--- config.mk ---
export PLATFORM = sky130hd
export DESIGN_NAME = param_frame_tx
export DESIGN_NICKNAME = d
export VERILOG_FILES = /design/src/rtl/param_link_pkg.sv /design/src/rtl/param_frame_tx.sv
export SDC_FILE = /design/constraint.sdc
export NUM_CORES = 1
export LEC_CHECK = 0
export CAP_MARGIN = 20
export CORE_MARGIN = 10
export CORE_UTILIZATION = 56
export CTS_BUF_LIST = sky130_fd_sc_hd__clkbuf_16
export CTS_CLUSTER_SIZE = 40
export DETAILED_ROUTE_END_ITERATION = 10
export GPL_TIMING_DRIVEN = 1
export PLACE_DENSITY = 0.89
export SYNTH_ARGS = -nofsm -noshare
export SYNTH_HDL_FRONTEND = slang
export SYNTH_SLANG_ARGS = --single-unit
--- constraint.sdc ---
create_clock -name clk -period 6.3 [get_ports clk]
set_clock_uncertainty 0.1 [all_clocks]
set_input_delay 1.26 -clock clk [delete_from_list [all_inputs] [get_ports clk]]
set_output_delay 1.26 -clock clk [all_outputs]
set_load 0.1 [all_outputs]
--- src/rtl/param_link_pkg.sv ---
// Shared definitions for the pulse-parameter serial link: frame layout, control
// codes, framer state encoding and the checksum used by both link directions.
package param_link_pkg;

   localparam int FRAME_DATA_BYTES = 4;
   localparam int FRAME_LEN        = 6;

   typedef enum logic [7:0] {
      CTRL_SET_DELAY     = 8'd0,
      CTRL_SET_PERIOD    = 8'd1,
      CTRL_SET_PUMP      = 8'd2,
      CTRL_SET_PROBE     = 8'd3,
      CTRL_TOGGLE_PUMP   = 8'd4,
      CTRL_SET_BACKPULSE = 8'd5,
      CTRL_SET_ATT       = 8'd6
   } ctrl_code_e;

   typedef enum logic [2:0] {
      ST_IDLE       = 3'd0,
      ST_ARM        = 3'd1,
      ST_WAIT_START = 3'd2,
      ST_WAIT_END   = 3'd3,
      ST_GAP        = 3'd4,
      ST_FINISH     = 3'd5
   } tx_state_e;

   // Byte-wise sum of the payload, wrapping at 8 bits.
   function automatic logic [7:0] frame_checksum(input logic [31:0] data);
      logic [7:0] sum;
      sum = 8'h00;
      for (int k = 0; k < FRAME_DATA_BYTES; k++) begin
         sum = sum + data[8*k +: 8];
      end
      return sum;
   endfunction

endpackage

--- src/rtl/param_frame_tx.sv ---
// Host-bound framer: sends D0..D3, CTRL, CHK through the uart transmit port,
// one byte per handshake, with an idle gap between bytes and a start timeout.
module param_frame_tx
   import param_link_pkg::*;
#(
   parameter int GAP_CYCLES  = 16,
   parameter int ACK_TIMEOUT = 1024
) (
   input  logic        clk,
   input  logic        rst_n,
   input  logic        send,
   input  logic [31:0] send_data,
   input  logic [7:0]  send_ctrl,
   output logic        busy,
   output logic        done,
   output logic        dropped,
   output logic        err,
   output logic        transmit,
   output logic [7:0]  tx_byte,
   input  logic        is_transmitting
);

   localparam int GAP_W = (GAP_CYCLES > 0) ? $clog2(GAP_CYCLES + 1) : 1;
   localparam int TO_W  = (ACK_TIMEOUT > 0) ? $clog2(ACK_TIMEOUT + 1) : 1;
   localparam logic [GAP_W-1:0] GAP_LOAD = GAP_W'(GAP_CYCLES);
   localparam logic [TO_W-1:0]  TO_LIMIT = TO_W'(ACK_TIMEOUT);
   localparam logic [2:0]       LAST_IDX = 3'(FRAME_LEN - 1);

   tx_state_e        state_reg, state_next;
   logic [31:0]      data_reg, data_next;
   logic [7:0]       ctrl_reg, ctrl_next;
   logic [7:0]       chk_reg, chk_next;
   logic [2:0]       idx_reg, idx_next;
   logic [GAP_W-1:0] gap_cnt_reg, gap_cnt_next;
   logic [TO_W-1:0]  to_cnt_reg, to_cnt_next;
   logic             busy_reg, busy_next;
   logic             done_reg, done_next;
   logic             dropped_reg, dropped_next;
   logic             err_reg, err_next;
   logic             transmit_reg, transmit_next;
   logic [7:0]       tx_byte_reg, tx_byte_next;

   logic [7:0]       frame_bytes [FRAME_LEN];
   logic [7:0]       cur_byte;

   // Frame image built from the shadow registers, not the live inputs.
   genvar gi;
   generate
      for (gi = 0; gi < FRAME_DATA_BYTES; gi++) begin : g_data_bytes
         assign frame_bytes[gi] = data_reg[8*gi +: 8];
      end
   endgenerate
   assign frame_bytes[FRAME_DATA_BYTES]     = ctrl_reg;
   assign frame_bytes[FRAME_DATA_BYTES + 1] = chk_reg;

   always_comb begin
      cur_byte = 8'h00;
      if (idx_reg <= LAST_IDX) begin
         cur_byte = frame_bytes[idx_reg];
      end
   end

   always_ff @(posedge clk or negedge rst_n) begin
      if (!rst_n) begin
         state_reg <= ST_IDLE;
      end else begin
         state_reg <= state_next;
      end
   end

   always_comb begin
      state_next = state_reg;
      case (state_reg)
         ST_IDLE: begin
            if (send) state_next = ST_ARM;
         end
         ST_ARM: begin
            if (!is_transmitting) state_next = ST_WAIT_START;
         end
         ST_WAIT_START: begin
            if (is_transmitting)              state_next = ST_WAIT_END;
            else if (to_cnt_reg == TO_LIMIT)  state_next = ST_IDLE;
         end
         ST_WAIT_END: begin
            if (!is_transmitting) begin
               state_next = (idx_reg == LAST_IDX) ? ST_FINISH : ST_GAP;
            end
         end
         ST_GAP: begin
            if (gap_cnt_reg == '0) state_next = ST_ARM;
         end
         ST_FINISH: state_next = ST_IDLE;
         default:   state_next = ST_IDLE;
      endcase
   end

   // Next values for the datapath and the registered outputs.
   always_comb begin
      data_next     = data_reg;
      ctrl_next     = ctrl_reg;
      chk_next      = chk_reg;
      idx_next      = idx_reg;
      gap_cnt_next  = gap_cnt_reg;
      to_cnt_next   = to_cnt_reg;
      busy_next     = busy_reg;
      tx_byte_next  = tx_byte_reg;
      done_next     = 1'b0;
      dropped_next  = 1'b0;
      err_next      = 1'b0;
      transmit_next = 1'b0;

      if (send && state_reg != ST_IDLE) begin
         dropped_next = 1'b1;
      end

      case (state_reg)
         ST_IDLE: begin
            if (send) begin
               data_next = send_data;
               ctrl_next = send_ctrl;
               chk_next  = frame_checksum(send_data);
               idx_next  = 3'd0;
               busy_next = 1'b1;
            end
         end
         ST_ARM: begin
            if (!is_transmitting) begin
               tx_byte_next  = cur_byte;
               transmit_next = 1'b1;
               to_cnt_next   = '0;
            end
         end
         ST_WAIT_START: begin
            if (!is_transmitting) begin
               if (to_cnt_reg == TO_LIMIT) begin
                  err_next  = 1'b1;
                  busy_next = 1'b0;
               end else begin
                  to_cnt_next = to_cnt_reg + 1'b1;
               end
            end
         end
         ST_WAIT_END: begin
            if (!is_transmitting) begin
               if (idx_reg == LAST_IDX) begin
                  done_next = 1'b1;
                  busy_next = 1'b0;
               end else begin
                  idx_next     = idx_reg + 3'd1;
                  gap_cnt_next = GAP_LOAD;
               end
            end
         end
         ST_GAP: begin
            if (gap_cnt_reg != '0) gap_cnt_next = gap_cnt_reg - 1'b1;
         end
         default: begin
         end
      endcase
   end

   always_ff @(posedge clk or negedge rst_n) begin
      if (!rst_n) begin
         data_reg     <= '0;
         ctrl_reg     <= '0;
         chk_reg      <= '0;
         idx_reg      <= '0;
         gap_cnt_reg  <= '0;
         to_cnt_reg   <= '0;
         busy_reg     <= 1'b0;
         done_reg     <= 1'b0;
         dropped_reg  <= 1'b0;
         err_reg      <= 1'b0;
         transmit_reg <= 1'b0;
         tx_byte_reg  <= 8'h00;
      end else begin
         data_reg     <= data_next;
         ctrl_reg     <= ctrl_next;
         chk_reg      <= chk_next;
         idx_reg      <= idx_next;
         gap_cnt_reg  <= gap_cnt_next;
         to_cnt_reg   <= to_cnt_next;
         busy_reg     <= busy_next;
         done_reg     <= done_next;
         dropped_reg  <= dropped_next;
         err_reg      <= err_next;
         transmit_reg <= transmit_next;
         tx_byte_reg  <= tx_byte_next;
      end
   end

   assign busy     = busy_reg;
   assign done     = done_reg;
   assign dropped  = dropped_reg;
   assign err      = err_reg;
   assign transmit = transmit_reg;
   assign tx_byte  = tx_byte_reg;

endmodule

### Yosys cells after proc, flatten, opt, wreduce, memory -nomap -nowiden

Cells that the tools add are included.

* register bits: 83
* input bits: 44
* output and inout port bits: 13
* word-level logic and storage cells: 95

* add/subtract/negate cells: 6
* magnitude comparators: 2
* equality and inequality tests: 17
* multiplexer cells: 39
* bitwise operators: 2
* reduce and logical (&&, ||, !) cells: 16

Operators with widths (count)
* $mux 11: 3
* $mux 3: 9
* $add 8x8->8: 3
* $bmux 8 s3: 1
* $mux 8: 3
* $pmux 11 s2: 1
* $ne 2x2->1 const B: 10
* $mux 1: 15
* $mux 5: 3
* $pmux 3 s5: 1
* $reduce_and 4->1: 3
* $add 11x1->11 const B: 1
* $eq 11x11->1 const B: 1
* $pmux 5 s2: 1
* $eq 3x2->1 const B: 2
* $eq 3x3->1 const B: 2
* $pmux 3 s2: 1
* $reduce_and 6->1: 1
* $reduce_bool 2->1: 3
* $reduce_bool 3->1: 2
* $logic_not 5->1: 1
* $reduce_and 5->1: 1
* $reduce_bool 5->1: 1
* $sub 5x1->5 const B: 1
* 11 further kinds: 12

### Longest topological paths before layout

* depth in word-level cells: 5
* depth in mapped cells: 12
* gate-level depth less buffers: 12

### Least setup slack after synthesis

OpenSTA, ideal clock, no wires.

* kind: input to register
* start point: in send_data[1]
* end point: reg chk_reg[7]
* arrival time: 3505 ps
* required time: 6064 ps
* setup slack: 2560 ps
* stages on the path: 12
* path buffers: 0
* cell sequence: inv_1 fa_1 inv_1 fa_1 ha_1 inv_1 fa_1 nor2b_1 o31a_1 o22ai_1 xnor2_1 o21ai_0

* cells in the longest elaborated chain, start to end: 3

RTL lines
* start: declaration: line param_frame_tx.sv:12 `input logic [31:0] send_data,`
* $add 8x8->8 (3 in series): line param_link_pkg.sv:32 `sum = sum + data[8*k +: 8];`
* end signal: assignment: line param_frame_tx.sv:179 `chk_reg <= chk_next;`
* end: declaration: line param_frame_tx.sv:32 `logic [7:0] chk_reg, chk_next;`

No other way between the ends.
A chain may end at the register's enable or synchronous reset.

### Worst setup path after layout

Ends and elaborated chain as after synthesis.

==> results.toml <==
[critical_path]
worstPathRequired_ns = 6.39
worstPathCellList = "clkdlybuf4s50_1 > inv_1 > fa_1 > inv_1 > fa_1 > ha_1 > inv_1 > fa_1 > nor2b_1 > o31a_1 > o22ai_1 > xnor2_1 > o21ai_0"
crit_path_end_kind = "flop"
reg2reg_slack_ns = 3.96
critPathKind = "input pin to flop"
cp-start-kind = "input pin"
cp_top_family = "adder cells"
crit_fanout = 2
critPathBufInv = 4
reg2reg_from = "state_reg[2]"
rr_worst_depth = 5
cp_slowest_cell = "fa_1"
max_stage_delay_ns = 0.59
critPathLaunch = "send_data[1]"
cp.depth = 13
arrival_ns = 4.37

[clock_network]
holdBufCountCts = 0
postCtsSetupBuffers = 0
cts_root_buf = "clkbuf_16"
path_clk_slew_ns = 0.06
htree_levels = 3
cts_tree = "built"
clk_path_buf_depth = 2
clkLatencyLatePin_ns = 0.34
cts.sinks = 83
post_cts_resized = 0
numCtsBuffers = 9

[drt]
drc_errors = 0
vias = 3492
drt_iter0_drc = 213
detail_route.wl_per_cell_um = 16.9
drt_pass1_iterations = 4
drt_wl_total_um = 10500
detail-route-antenna-nets = 0
via_per_inst = 5.61

[placed_design]
portBuffers = 56
dp_hpwl_um = 7350
pre_cts_ws_ns = 1.79
placed_area_um2 = 5100
gp_congestion = 0.877

[synth]
synth_flop_cell = "dfrtp_1"
synthArstFlopShare = 1.00
netlist_area_um2 = 4470
synthCells = 464
synth.net_count = 535
yosysWarnings = 0
seq_area_frac_synth = 0.465
synth_edf_count = 0
syn_area_per_cell_um2 = 9.63
ys_seq_elements = 83
ys_types = 51

[worst_hold_path]
hold_depth = 2
worstHoldPathType = "flop to flop"
min_from = "ctrl_reg[6]"

[final_layout]
fillCellCount = 568
drive_above_1_share = 0.0846
antennaDiodeCount = 0
multi_input_area_um2 = 2160
syn_to_final_growth_pct = 20.9
fin_area_um2 = 5400
regArea_um2 = 2080
fin_nets = 586
largest_register_ffs = 32
final_util = 0.699

[status]
status = "finished, final reports clean"

[timing]
tns_ns = 0
post-route-min-period_ns = 4.28
maxSlewViolCount = 0
fin_crit_sh = 0.680
rsz0062_at_grt = "false"
max_freq_ghz = 0.233
hold_viol = 0
setup_viol = 0
hold_ws_ns = 0.376
worst_pin_slew_ns = 1.03
slew_headroom = 0.313
layout_setup_ws_ns = 2.02

[job]
maxCapViolations = 0

[power]
cellPowerDensity_nw_per_um2 = 478
vdd_drop_max_mv = 0.294
p_leak_nw = 2.53

[floorplanning]
initial_core_util = 0.579
die_h_um = 109
rows = 32
dieArea_um2 = 12000
die_w_um = 109
core_area_um2 = 7730
ios = 57

[global_routing]
overflow = 0
grt_max_degree = 84
grtUsageTotal = 0.185
grt_pass1_vias = 3654
grt_pass1_wl_um = 17400
antenna_found_initial = 0
## per-stage QoR
step | instances | total power [mW]
6_report | 622 | 2.58
5_1_grt | 622 | 2.75
4_1_cts | 621 | 2.59
3_5_place_dp | 605 | 2.06
3_3_place_gp | 605 | 2.00
2_1_floorplan | 464 | 1.75
## area by class of cell
class                      instances  share of cell area
multi-input combinational        319               0.399
sequential                        83               0.384
timing repair buffer              60               0.111
clock buffer                       9              0.0417
inverter                          42              0.0292
tap                              102              0.0236
clock inverter                     7              0.0109
## cells by family (layout without fill, tap and decap cells)
logic type | after synthesis | in the layout | synth area share
buffers and inverters | 62 | 118 | 0.0546
multiplexers | 19 | 19 | 0.0675
adder cells (fa/ha/maj) | 27 | 27 | 0.0991
AO/OA/AOI/OAI | 79 | 79 | 0.107
flip-flops | 83 | 83 | 0.465
AND/OR/NAND/NOR | 175 | 175 | 0.170
XOR/XNOR | 19 | 19 | 0.0372
## power breakdown
part | leakage, nW | switching [mW] | internal (mW)
combinational | 1.34 | 0.694 | 0.433
clock | 0.138 | 0.210 | 0.301
sequential | 1.05 | 0.194 | 0.751
total | 2.53 | 1.10 | 1.49
## synth_stat cells, types with 2 or more instances
| cell | n | area (µm²) |
|---|---|---|
| nand2_1 | 106 | 398 |
| dfrtp_1 | 83 | 2080 |
| inv_1 | 41 | 154 |
| o21ai_0 | 35 | 175 |
| nor2_1 | 31 | 116 |
| clkbuf_1 | 16 | 60.1 |
| a21oi_1 | 14 | 70.1 |
| fa_1 | 14 | 280 |
| ha_1 | 13 | 163 |
| xnor2_1 | 11 | 96.3 |
| a22oi_1 | 9 | 67.6 |
| mux2_2 | 9 | 101 |
| nand3_1 | 9 | 45.0 |
| mux4_2 | 8 | 180 |
| xor2_1 | 8 | 70.1 |
| nor3_1 | 4 | 20.0 |
| or3_1 | 4 | 25.0 |
| a21o_1 | 3 | 22.5 |
| a31oi_1 | 3 | 18.8 |
| buf_2 | 3 | 15.0 |
| nor4_1 | 3 | 18.8 |
| and3_1 | 2 | 12.5 |
| mux2i_1 | 2 | 20.0 |
| nand2b_1 | 2 | 12.5 |
| nor2b_1 | 2 | 12.5 |
| o211ai_1 | 2 | 15.0 |
| o31a_1 | 2 | 17.5 |
| o31ai_1 | 2 | 15.0 |
## worst min-delay path: cells and delay by family, from the launching register on
kind,cells,cell delay [ns]
DFF,1,0.34
and+or+nand+nor,2,0.10
## placed cells by master, fill, tap and decap left out, drive strengths merged, types with 2 or more instances in the layout
cell type | synthesis | routed
or2 | 2 | 2
o31ai | 2 | 2
dfrtp | 83 | 83
a31oi | 3 | 3
o211ai | 2 | 2
nor2 | 31 | 31
nor4 | 3 | 3
a21o | 4 | 4
buf | 4 | 5
inv | 41 | 41
nand3 | 9 | 9
clkbuf | 16 | 9
a21oi | 14 | 14
o31a | 2 | 2
or3 | 4 | 4
fa | 14 | 14
mux2i | 2 | 2
nor3 | 5 | 5
xnor2 | 11 | 11
clkdlybuf4s50 | 0 | 55
mux2 | 9 | 9
mux4 | 8 | 8
a22oi | 9 | 9
clkinv | 1 | 6
xor2 | 8 | 8
and3 | 2 | 2
or4b | 2 | 2
nand2b | 2 | 2
ha | 13 | 13
nor2b | 2 | 2
o21ai | 35 | 35
nand2 | 106 | 106
## path summary, 6_finish.rpt
kind / to
max in group asynchronous: data_reg[16]
setup reg to reg: to_cnt_reg[10]
hold / removal: ctrl_reg[6]
setup / recovery: chk_reg[7]
min in group asynchronous: to_cnt_reg[5]
hold reg to reg: ctrl_reg[6]
## routing by layer
layer / part of all wire / track usage / wire length (µm)
met5: 0 / 0 / 0
met4: 0.031 / 0.0846 / 327
met3: 0.055 / 0.0410 / 580
met2: 0.52 / 0.317 / 5470
met1: 0.39 / 0.218 / 4120
(Power assumes the default switching activity.)
